<file path="config.mk">
export PLATFORM = sky130hd
export DESIGN_NAME = fetch
export DESIGN_NICKNAME = d
export VERILOG_FILES = /design/src/rtl/fetch_pkg.sv /design/src/rtl/fetch_predict_next_pc.sv /design/src/rtl/fetch.sv
export SDC_FILE = /design/constraint.sdc
export NUM_CORES = 1
export LEC_CHECK = 0
export ABC_CLOCK_PERIOD_IN_PS = 5800
export BUFFER_PORTS_ARGS = -buffer_cell sky130_fd_sc_hd__buf_2
export CORE_MARGIN = 4
export CORE_UTILIZATION = 47
export DETAILED_ROUTE_END_ITERATION = 10
export PLACE_DENSITY = 0.76
export SYNTH_ARGS = -nofsm -noshare
export SYNTH_HDL_FRONTEND = slang
export SYNTH_SLANG_ARGS = --single-unit
</file>
<file path="constraint.sdc">
create_clock -name in_clk -period 5.8 [get_ports in_clk]
set_input_delay 0.29 -clock in_clk [delete_from_list [all_inputs] [get_ports in_clk]]
set_output_delay 0.29 -clock in_clk [all_outputs]
set_load 0.005 [all_outputs]
</file>
<file path="src/rtl/fetch_pkg.sv">
// fetch_pkg: shared types and constants for the fetch stage.
//   GPR_SIZE / INSNBITS_SIZE : datapath widths (PC and instruction word)
//   fetch_state_t            : fetch FSM states
//   OP_* constants           : B/BL/HLT match/mask values, shared with the decoder
package fetch_pkg;
  localparam int GPR_SIZE      = 64;
  localparam int INSNBITS_SIZE = 32;

  typedef enum logic [1:0] {
    FETCH_REQ,
    FETCH_WAIT,
    FETCH_HOLD,
    FETCH_HALT
  } fetch_state_t;

  // B and BL differ only in bit 31; both carry imm26 in bits [25:0].
  localparam logic [INSNBITS_SIZE-1:0] OP_B_MASK    = 32'hFC00_0000;
  localparam logic [INSNBITS_SIZE-1:0] OP_B_MATCH   = 32'h1400_0000;
  localparam logic [INSNBITS_SIZE-1:0] OP_BL_MATCH  = 32'h9400_0000;
  // HLT #imm16: imm16 in bits [20:5] is don't-care.
  localparam logic [INSNBITS_SIZE-1:0] OP_HLT_MASK  = 32'hFFE0_001F;
  localparam logic [INSNBITS_SIZE-1:0] OP_HLT_MATCH = 32'hD440_0000;
endpackage

</file>
<file path="src/rtl/fetch_predict_next_pc.sv">
// predict_next_pc: combinational predecode of one fetched word.
//   pc_i       : PC of the word
//   insnbits_i : instruction word
//   next_pc_o  : PC + sext(imm26)<<2 for B/BL, PC + 4 otherwise (mod 2^64)
//   is_hlt_o   : word is HLT
module predict_next_pc
  import fetch_pkg::*;
(
  input  logic [GPR_SIZE-1:0]      pc_i,
  input  logic [INSNBITS_SIZE-1:0] insnbits_i,
  output logic [GPR_SIZE-1:0]      next_pc_o,
  output logic                     is_hlt_o
);
  logic                is_b;
  logic [GPR_SIZE-1:0] offset;

  assign is_b = ((insnbits_i & OP_B_MASK) == OP_B_MATCH) ||
                ((insnbits_i & OP_B_MASK) == OP_BL_MATCH);
  // Sign-extend imm26 first, then scale by 4 (append two zeros).
  assign offset    = {{(GPR_SIZE-28){insnbits_i[25]}}, insnbits_i[25:0], 2'b00};
  assign next_pc_o = pc_i + (is_b ? offset : GPR_SIZE'(4));
  assign is_hlt_o  = (insnbits_i & OP_HLT_MASK) == OP_HLT_MATCH;
endmodule

</file>
<file path="src/rtl/fetch.sv">
// fetch: in-order instruction fetch stage feeding dispatch.
//   in_clk, in_rst          : clock, synchronous active-high reset
//   in_stall                : dispatch cannot accept a word
//   in_redirect(_PC)        : commit-side PC redirect
//   out_imem_req/_addr      : one-cycle request pulse to instruction memory
//   in_imem_valid/_rdata    : memory response (>=1 cycle after request)
//   out_reg_insnbits/_branch_PC/_done : delivered word, its PC, one-cycle pulse
//   out_reg_halted          : high while halted on HLT
module fetch
  import fetch_pkg::*;
#(
  parameter logic [GPR_SIZE-1:0] RESET_PC = 64'h0
) (
  input  logic                     in_clk,
  input  logic                     in_rst,
  input  logic                     in_stall,
  input  logic                     in_redirect,
  input  logic [GPR_SIZE-1:0]      in_redirect_PC,
  output logic                     out_imem_req,
  output logic [GPR_SIZE-1:0]      out_imem_addr,
  input  logic                     in_imem_valid,
  input  logic [INSNBITS_SIZE-1:0] in_imem_rdata,
  output logic [INSNBITS_SIZE-1:0] out_reg_insnbits,
  output logic                     out_reg_done,
  output logic [GPR_SIZE-1:0]      out_reg_branch_PC,
  output logic                     out_reg_halted
);
  fetch_state_t             state_q;
  logic [GPR_SIZE-1:0]      pc_q;
  logic                     drop_q;
  logic                     req_q;
  logic [GPR_SIZE-1:0]      addr_q;
  logic                     done_q;
  logic [INSNBITS_SIZE-1:0] insn_q;
  logic [GPR_SIZE-1:0]      bpc_q;
  logic                     halted_q;

  logic [INSNBITS_SIZE-1:0] pred_insn;
  logic [GPR_SIZE-1:0]      pred_npc;
  logic                     pred_hlt;
  logic                     outstanding;

  // In HOLD the word lives in insn_q; only its HLT flag is needed there.
  assign pred_insn = (state_q == FETCH_HOLD) ? insn_q : in_imem_rdata;

  predict_next_pc u_pred (
    .pc_i       (pc_q),
    .insnbits_i (pred_insn),
    .next_pc_o  (pred_npc),
    .is_hlt_o   (pred_hlt)
  );

  // A response arriving this very cycle no longer counts as outstanding.
  assign outstanding = (state_q == FETCH_WAIT) && !in_imem_valid;

  // "Go to REQ" after a response/redirect registers the request directly so
  // it appears in the same cycle as done (throughput L+1). FETCH_REQ itself
  // is only visited out of reset.
  always_ff @(posedge in_clk) begin
    req_q  <= 1'b0;
    done_q <= 1'b0;
    if (in_rst) begin
      state_q  <= FETCH_REQ;
      pc_q     <= RESET_PC;
      drop_q   <= 1'b0;
      addr_q   <= '0;
      insn_q   <= '0;
      bpc_q    <= '0;
      halted_q <= 1'b0;
    end else if (in_redirect) begin
      pc_q     <= in_redirect_PC;
      halted_q <= 1'b0;
      state_q  <= FETCH_WAIT;
      if (outstanding) begin
        drop_q <= 1'b1;
      end else begin
        drop_q <= 1'b0;
        req_q  <= 1'b1;
        addr_q <= in_redirect_PC;
      end
    end else begin
      case (state_q)
        FETCH_REQ: begin
          req_q   <= 1'b1;
          addr_q  <= pc_q;
          state_q <= FETCH_WAIT;
        end
        FETCH_WAIT: begin
          if (in_imem_valid) begin
            if (drop_q) begin
              // Stale response from before a redirect; pc_q is already the target.
              drop_q <= 1'b0;
              req_q  <= 1'b1;
              addr_q <= pc_q;
            end else begin
              insn_q <= in_imem_rdata;
              bpc_q  <= pc_q;
              pc_q   <= pred_npc;
              if (in_stall) begin
                state_q <= FETCH_HOLD;
              end else begin
                done_q <= 1'b1;
                if (pred_hlt) begin
                  state_q  <= FETCH_HALT;
                  halted_q <= 1'b1;
                end else begin
                  req_q  <= 1'b1;
                  addr_q <= pred_npc;
                end
              end
            end
          end
        end
        FETCH_HOLD: begin
          if (!in_stall) begin
            done_q <= 1'b1;
            if (pred_hlt) begin
              state_q  <= FETCH_HALT;
              halted_q <= 1'b1;
            end else begin
              req_q   <= 1'b1;
              addr_q  <= pc_q;
              state_q <= FETCH_WAIT;
            end
          end
        end
        FETCH_HALT: ;
        default: state_q <= FETCH_REQ;
      endcase
    end
  end

  assign out_imem_req      = req_q;
  assign out_imem_addr     = addr_q;
  assign out_reg_done      = done_q;
  assign out_reg_insnbits  = insn_q;
  assign out_reg_branch_PC = bpc_q;
  assign out_reg_halted    = halted_q;
endmodule
</file>
After elaboration in Yosys (flattened, before gate mapping)
Index checks and enable logic that the tools add are counted.
- register bits after elaboration: 230
- latch bits: 0
- RAM bits: 0
- bits in read-only memories: 0
- input port bits: 101
- output and inout bits: 163
- memories kept: 0
- $add $sub $neg: 1
- $mul: 0
- div/mod/pow operators: 0
- order comparisons: 0
- eq/ne operators: 18
- shifts and indexed selects: 0
- mux-type cells: 43
- bitwise operators: 2
- reduce and logical (&&, ||, !) cells: 17
- operators with widths (cell ; number):
    $mux W64 ; 13
    $pmux W64 S3 ; 1
    $add A64 B64 Y64 ; 1
    $mux W32 ; 1
    $mux W1 ; 18
    $eq A16 B16 Y1 const B ; 1
    $ne A3 B3 Y1 const B ; 5
    $mux W2 ; 6
    $ne A4 B4 Y1 const B ; 3
    $ne A2 B2 Y1 const B ; 5
    $reduce_and A5 Y1 ; 2
    $reduce_and A7 Y1 ; 1
    $eq A6 B3 Y1 const B ; 1
    $eq A6 B6 Y1 const B ; 1
    $pmux W2 S3 ; 1
    $reduce_and A3 Y1 ; 2
    $reduce_bool A2 Y1 ; 3
    $pmux W1 S2 ; 2
    $reduce_and A4 Y1 ; 1
    $reduce_bool A4 Y1 ; 1
    $pmux W1 S3 ; 1
    $reduce_bool A3 Y1 ; 1
    $eq A2 B1 Y1 const B ; 1
    $eq A2 B2 Y1 const B ; 1
    7 further kinds ; 8

Longest topological paths before layout
- depth after elaboration: 12
- gate-level depth with buffers: 20
- mapped depth without buffers: 17

Cells and area by module
From an unflattened synthesis, not the netlist that was laid out.
- cell total of the unflattened synthesis: 1843
- area, all modules: 14908.0 sq um
- by module, submodules not included (module ; instances ; cells an instance ; area each (sq um) ; sequential area each (sq um)):
    fetch ; 1 ; 1201 ; 10707.8 ; 4604.4
    predict_next_pc ; 1 ; 642 ; 4200.3 ; 0.0

Worst setup path before layout
No wires, ideal clock.
- kind: register -> register
- start: register state_q[0]
- end: register pc_q[55]
- setup time: 0.141 ns
- arrival time: 4.621 ns
- required time: 5.659 ns
- setup slack: 1.038 ns
- cell stages (with the launch flop): 19
- buffers on the path: 3
- cells stage by stage: dfxtp_1 -> inv_1 -> ha_1 -> buf_2 -> buf_1 -> buf_1 -> mux2i_1 -> nor2_1 -> ha_1 -> o21ai_0 -> a21oi_1 -> nand3_1 -> a2111oi_2 -> o211ai_1 -> a21o_1 -> a211oi_1 -> mux2_2 -> a211oi_1 -> a311oi_1
- word-level cells in the longest chain between the ends: 10
- ends and longest elaborated chain (what ; line ; source):
    from (decl) ; fetch.sv:28 ; fetch_state_t state_q;
    from (signal assigned) ; fetch.sv:63 ; state_q <= FETCH_REQ;
    from (signal assigned) ; fetch.sv:73 ; state_q <= FETCH_WAIT;
    from (signal assigned) ; fetch.sv:86 ; state_q <= FETCH_WAIT;
    $eq A2 B2 Y1 ; fetch.sv:44 ; assign pred_insn = (state_q == FETCH_HOLD) ? insn_q : in_imem_rdata;
    $mux W32 ; fetch.sv:44 ;
    $eq A6 B3 Y1 / $eq A6 B6 Y1 (equally long branches) ; fetch_predict_next_pc.sv:17, fetch_predict_next_pc.sv:18 ;
    $logic_or A1 B1 Y1 ; fetch_predict_next_pc.sv:17 ; assign is_b = ((insnbits_i & OP_B_MASK) == OP_B_MATCH) ||
    $mux W64 ; fetch_predict_next_pc.sv:21 ; assign next_pc_o = pc_i + (is_b ? offset : GPR_SIZE'(4));
    $add A64 B64 Y64 ; fetch_predict_next_pc.sv:21 ;
    $mux W64 ; fetch.sv:90 ; if (drop_q) begin
    $mux W64 ; fetch.sv:89 ; if (in_imem_valid) begin
    $mux W64 ; fetch.sv:82 ; case (state_q)
    $mux W64 ; fetch.sv:70 ; end else if (in_redirect) begin
    to (signal assigned) ; fetch.sv:71 ; pc_q <= in_redirect_PC;
    to (signal assigned) ; fetch.sv:98 ; pc_q <= pred_npc;
    to (decl) ; fetch.sv:29 ; logic [GPR_SIZE-1:0] pc_q;
Parallel ways exist; a longest one is shown, timed or not. The select of a mux whose other input is x is not followed.
A chain may end at the register's enable or synchronous reset.

Worst setup path in the final report
- start: register state_q[0]
- end: register addr_q[50], in the netlist out_imem_addr[50]
- word-level cells in the longest chain between the ends: 12
- ends and longest elaborated chain (what ; line ; source):
    $eq A2 B2 Y1 ; fetch.sv:44, fetch.sv:82 ;
    $mux W32 ; fetch.sv:44 ;
    $eq A6 B3 Y1 / $eq A6 B6 Y1 (equally long branches) ; fetch_predict_next_pc.sv:17, fetch_predict_next_pc.sv:18 ;
    $logic_or A1 B1 Y1 ; fetch_predict_next_pc.sv:17 ;
    $mux W64 ; fetch_predict_next_pc.sv:21 ;
    $add A64 B64 Y64 ; fetch_predict_next_pc.sv:21 ;
    $mux W64 ; fetch.sv:103 ; if (pred_hlt) begin
    $mux W64 ; fetch.sv:99 ; if (in_stall) begin
    $mux W64 ; fetch.sv:90 ;
    $mux W64 ; fetch.sv:89 ;
    $pmux W64 S3 ; fetch.sv:82 ;
    $mux W64 ; fetch.sv:70 ;
    to (signal assigned) ; fetch.sv:79 ; addr_q <= in_redirect_PC;
    to (signal assigned) ; fetch.sv:85 ; addr_q <= pc_q;
    to (signal assigned) ; fetch.sv:94 ; addr_q <= pc_q;
    to (decl) ; fetch.sv:32 ; logic [GPR_SIZE-1:0] addr_q;
Parallel ways exist; a longest one is shown, timed or not. The select of a mux whose other input is x is not followed.

==> flow_metrics.tcl <==
set metrics [dict create \
    status "completed" \
    clockBufferDepth 3 \
    hold_path_class "input pin to flop" \
    crit_fanout 25 \
    synth.avg_cell_area_um2 7.33 \
    yosys_warnings 0 \
    first_global_vias 14916 \
    clock_skew_ns 0.0167 \
    cts-buffers-inserted 25 \
    post-cts-setup-buffers 0 \
    powerDensity_nw_per_um2 253 \
    cts-root-buf "clkbuf_16" \
    clk_pin_slew_ns 0.06 \
    slew_violations 0 \
    cp_common_cell "a21oi_1" \
    cts.sinks 230 \
    synth_top_family_by_area "simple AND/OR/NAND/NOR gates" \
    synth_edf_count 0 \
    synthAdderAreaFrac 0.0265 \
    path_class "flop to flop" \
    min_period_ns 5.19 \
    die_h_um 183 \
    dieWidth_um 183 \
    cts_resized 0 \
    clk_latency_ns 0.55 \
    placed_area_um2 15900 \
    setup_tns_ns 0 \
    vias 15839 \
    fmax_mhz 193 \
    ys_ff_latch 230 \
    cts_tree "yes" \
    fin_nets 2270 \
    dpl.hpwl_um 37500 \
    path_delay_family "compound AO/OA/AOI/OAI gates" \
    drive_gt1_frac 0.179 \
    core_um2 30000 \
    drt_iter0_markers 1679 \
    worstPathRequired_ns 6.20 \
    synth_xor_area_frac 0.0358 \
    ant_nets 0 \
    synthCells 1972 \
    critPathBufInv 2 \
    grt-ovfl-total 0 \
    avgRoutedWirePerCell_um 20.9 \
    endpoint_kind "flop" \
    cp_slowest_stage_delay_ns 0.42 \
    design_area_um2 17000 \
    syn_nets 2103 \
    vias_per_cell 6.22 \
    min_period_over_period 0.896 \
    cp-start-kind "flop" \
    io_buffers 263 \
    tightest_slew_ns 1.12 \
    fin_cells 2548 \
    antenna_found_initial 1 \
    arrival_ns 5.60 \
    drt-total-wl_um 53200 \
    synth_top_area_cell "dfxtp_1" \
    synthToLayoutAreaGrowth_pct 17.4 \
    rows 63 \
    grt_first_pass_wirelength_um 82500 \
    placed_cells 2480 \
    drc 0 \
    synth_compound_area_frac 0.263 \
    synthTopCellsByArea "dfxtp_1 (32%), nand2_1 (9.1%), a21oi_1 (7.2%), nor2_1 (5.4%), clkbuf_1 (3.7%)" \
    maxCapViolations 0 \
    yosys.area.top_type_share 0.319 \
    holdBufCountCts 22 \
    synth.cell_area_um2 14500 \
    grt_max_degree 137 \
    final_common_cell "nand2_1" \
    hold_viol_final 0 \
    drt-pass1-iter-count 6 \
    yosysSeqAreaShare 0.319 \
    synthDistinctLibCells 94 \
    synth-main-ff-cell "dfxtp_1" \
    initial_core_util 0.482 \
    rsz0062_at_grt "false" \
    async_reset_ff_frac 0 \
    setup_viol 0 \
    cp_slowest_cell "fa_1" \
    synth-simple-area-share 0.265 \
    gp_congestion 0.968 \
    ir_drop_mv 0.238 \
    grt_usage 0.300 \
    relSlewSlack 0.252 \
    final_cell_mix "nand2_1 (347), buf_2 (261), dfxtp_1 (230)" \
    power.leakage_nw 6.61 \
    die_area_um2 33600 \
    synthMuxAreaShare 0.0397 \
    fill_cells 2827 \
    htree_levels 1 \
    io_pins 264 \
    critical_path.cell_chain "inv_1, ha_2, mux2_2, nand3b_1, buf_4, a211o_1, ha_1, fa_1, a21oi_1, o211ai_1, a211oi_1, o21ai_0, a21oi_1, o21a_1, mux2i_1, nor3_1, o311ai_0, a21oi_1" \
]
==> state kept, by name (all words and copies together), names as in the netlist <==
register	flops
out_reg_insnbits	32
out_imem_addr	64
out_reg_branch_PC	64
out_reg_halted	1
pc_q	64
drop_q	1
state_q	2
out_imem_req	1
out_reg_done	1
==> area by class of cell <==
| type | count | area (µm²) | area share |
|---|---|---|---|
| antenna | 3 | 7.51 | 0.000443 |
| timing repair buffer | 310 | 1770 | 0.104 |
| inverter | 22 | 83.8 | 0.00494 |
| tap | 390 | 488 | 0.0288 |
| multi-input combinational | 1550 | 9150 | 0.539 |
| sequential | 230 | 4600 | 0.271 |
| clock buffer | 32 | 682 | 0.0402 |
| clock inverter | 11 | 178 | 0.0105 |
==> tightest hold or removal path, cell delays in order <==
cell and delay, ns:
buf_2 0.08, mux2i_1 0.07, nor2_1 0.09
==> cell families after synthesis <==
kind of cell / after synthesis
buffers and inverters: 192
multiplexers: 56
AND/OR/NAND/NOR: 838
AO/OA/AOI/OAI: 567
flip-flops: 230
XOR/XNOR: 59
adder cells (fa/ha/maj): 30
==> routing by layer <==
| metal | vias to the layer above | track usage | share of wire |
|---|---|---|---|
| li1 | 7402 | - | - |
| met1 | 7571 | 0.406 | 0.42 |
| met2 | 743 | 0.486 | 0.46 |
| met3 | 123 | 0.0518 | 0.087 |
| met4 | 0 | 0.105 | 0.036 |
| met5 | - | 0 | 0 |
==> power breakdown <==
| group | total, W | internal [W] | switching (W) | leakage, nW |
|---|---|---|---|---|
| sequential | 0.00181 | 0.00168 | 0.000123 | 1.89 |
| clock | 0.00171 | 0.00101 | 0.000694 | 0.425 |
| combinational | 0.000777 | 0.000285 | 0.000492 | 4.30 |
| total | 0.00429 | 0.00298 | 0.00131 | 6.61 |
==> synth_stat cells (18+ instances only) <==
cell / count
mux2i_1: 49
o211ai_1: 29
and3_1: 24
clkbuf_1: 142
nor4_1: 31
xnor2_1: 37
o21ai_0: 85
o21a_1: 26
nand2b_1: 20
nand3_1: 38
ha_1: 29
nor3_1: 56
nor2_1: 207
inv_1: 20
nand4_1: 21
xor2_1: 22
dfxtp_1: 230
a211oi_1: 46
a21oi_1: 208
or3_1: 33
a311oi_1: 18
nand2_1: 349
==> final timing paths <==
path	slack [ns]	startpoint	endpoint	cells after the start
setup / recovery	0.61	state_q[0]	out_imem_addr[50]	18
hold / removal	0.01	in_redirect_PC[0]	pc_q[0]	3
setup reg to reg	0.61	state_q[0]	out_imem_addr[50]	18
hold reg to reg	0.45	out_imem_addr[22]	out_imem_addr[22]	2
==> stage by stage <==
stage	hold slack [ns]	utilization	power, W	setup WS, ns
after floorplan	0.426	-	0.00228	1.04
after CTS	0.00000167	0.566	0.00429	0.690
after global placement	0.440	0.530	0.00257	0.868
after global routing	0.0118	0.566	0.00446	0.140
after detailed placement	0.441	0.530	0.00259	0.737
final	0.0109	0.566	0.00429	0.605
Note: power is estimated with default switching activity, not from simulation.
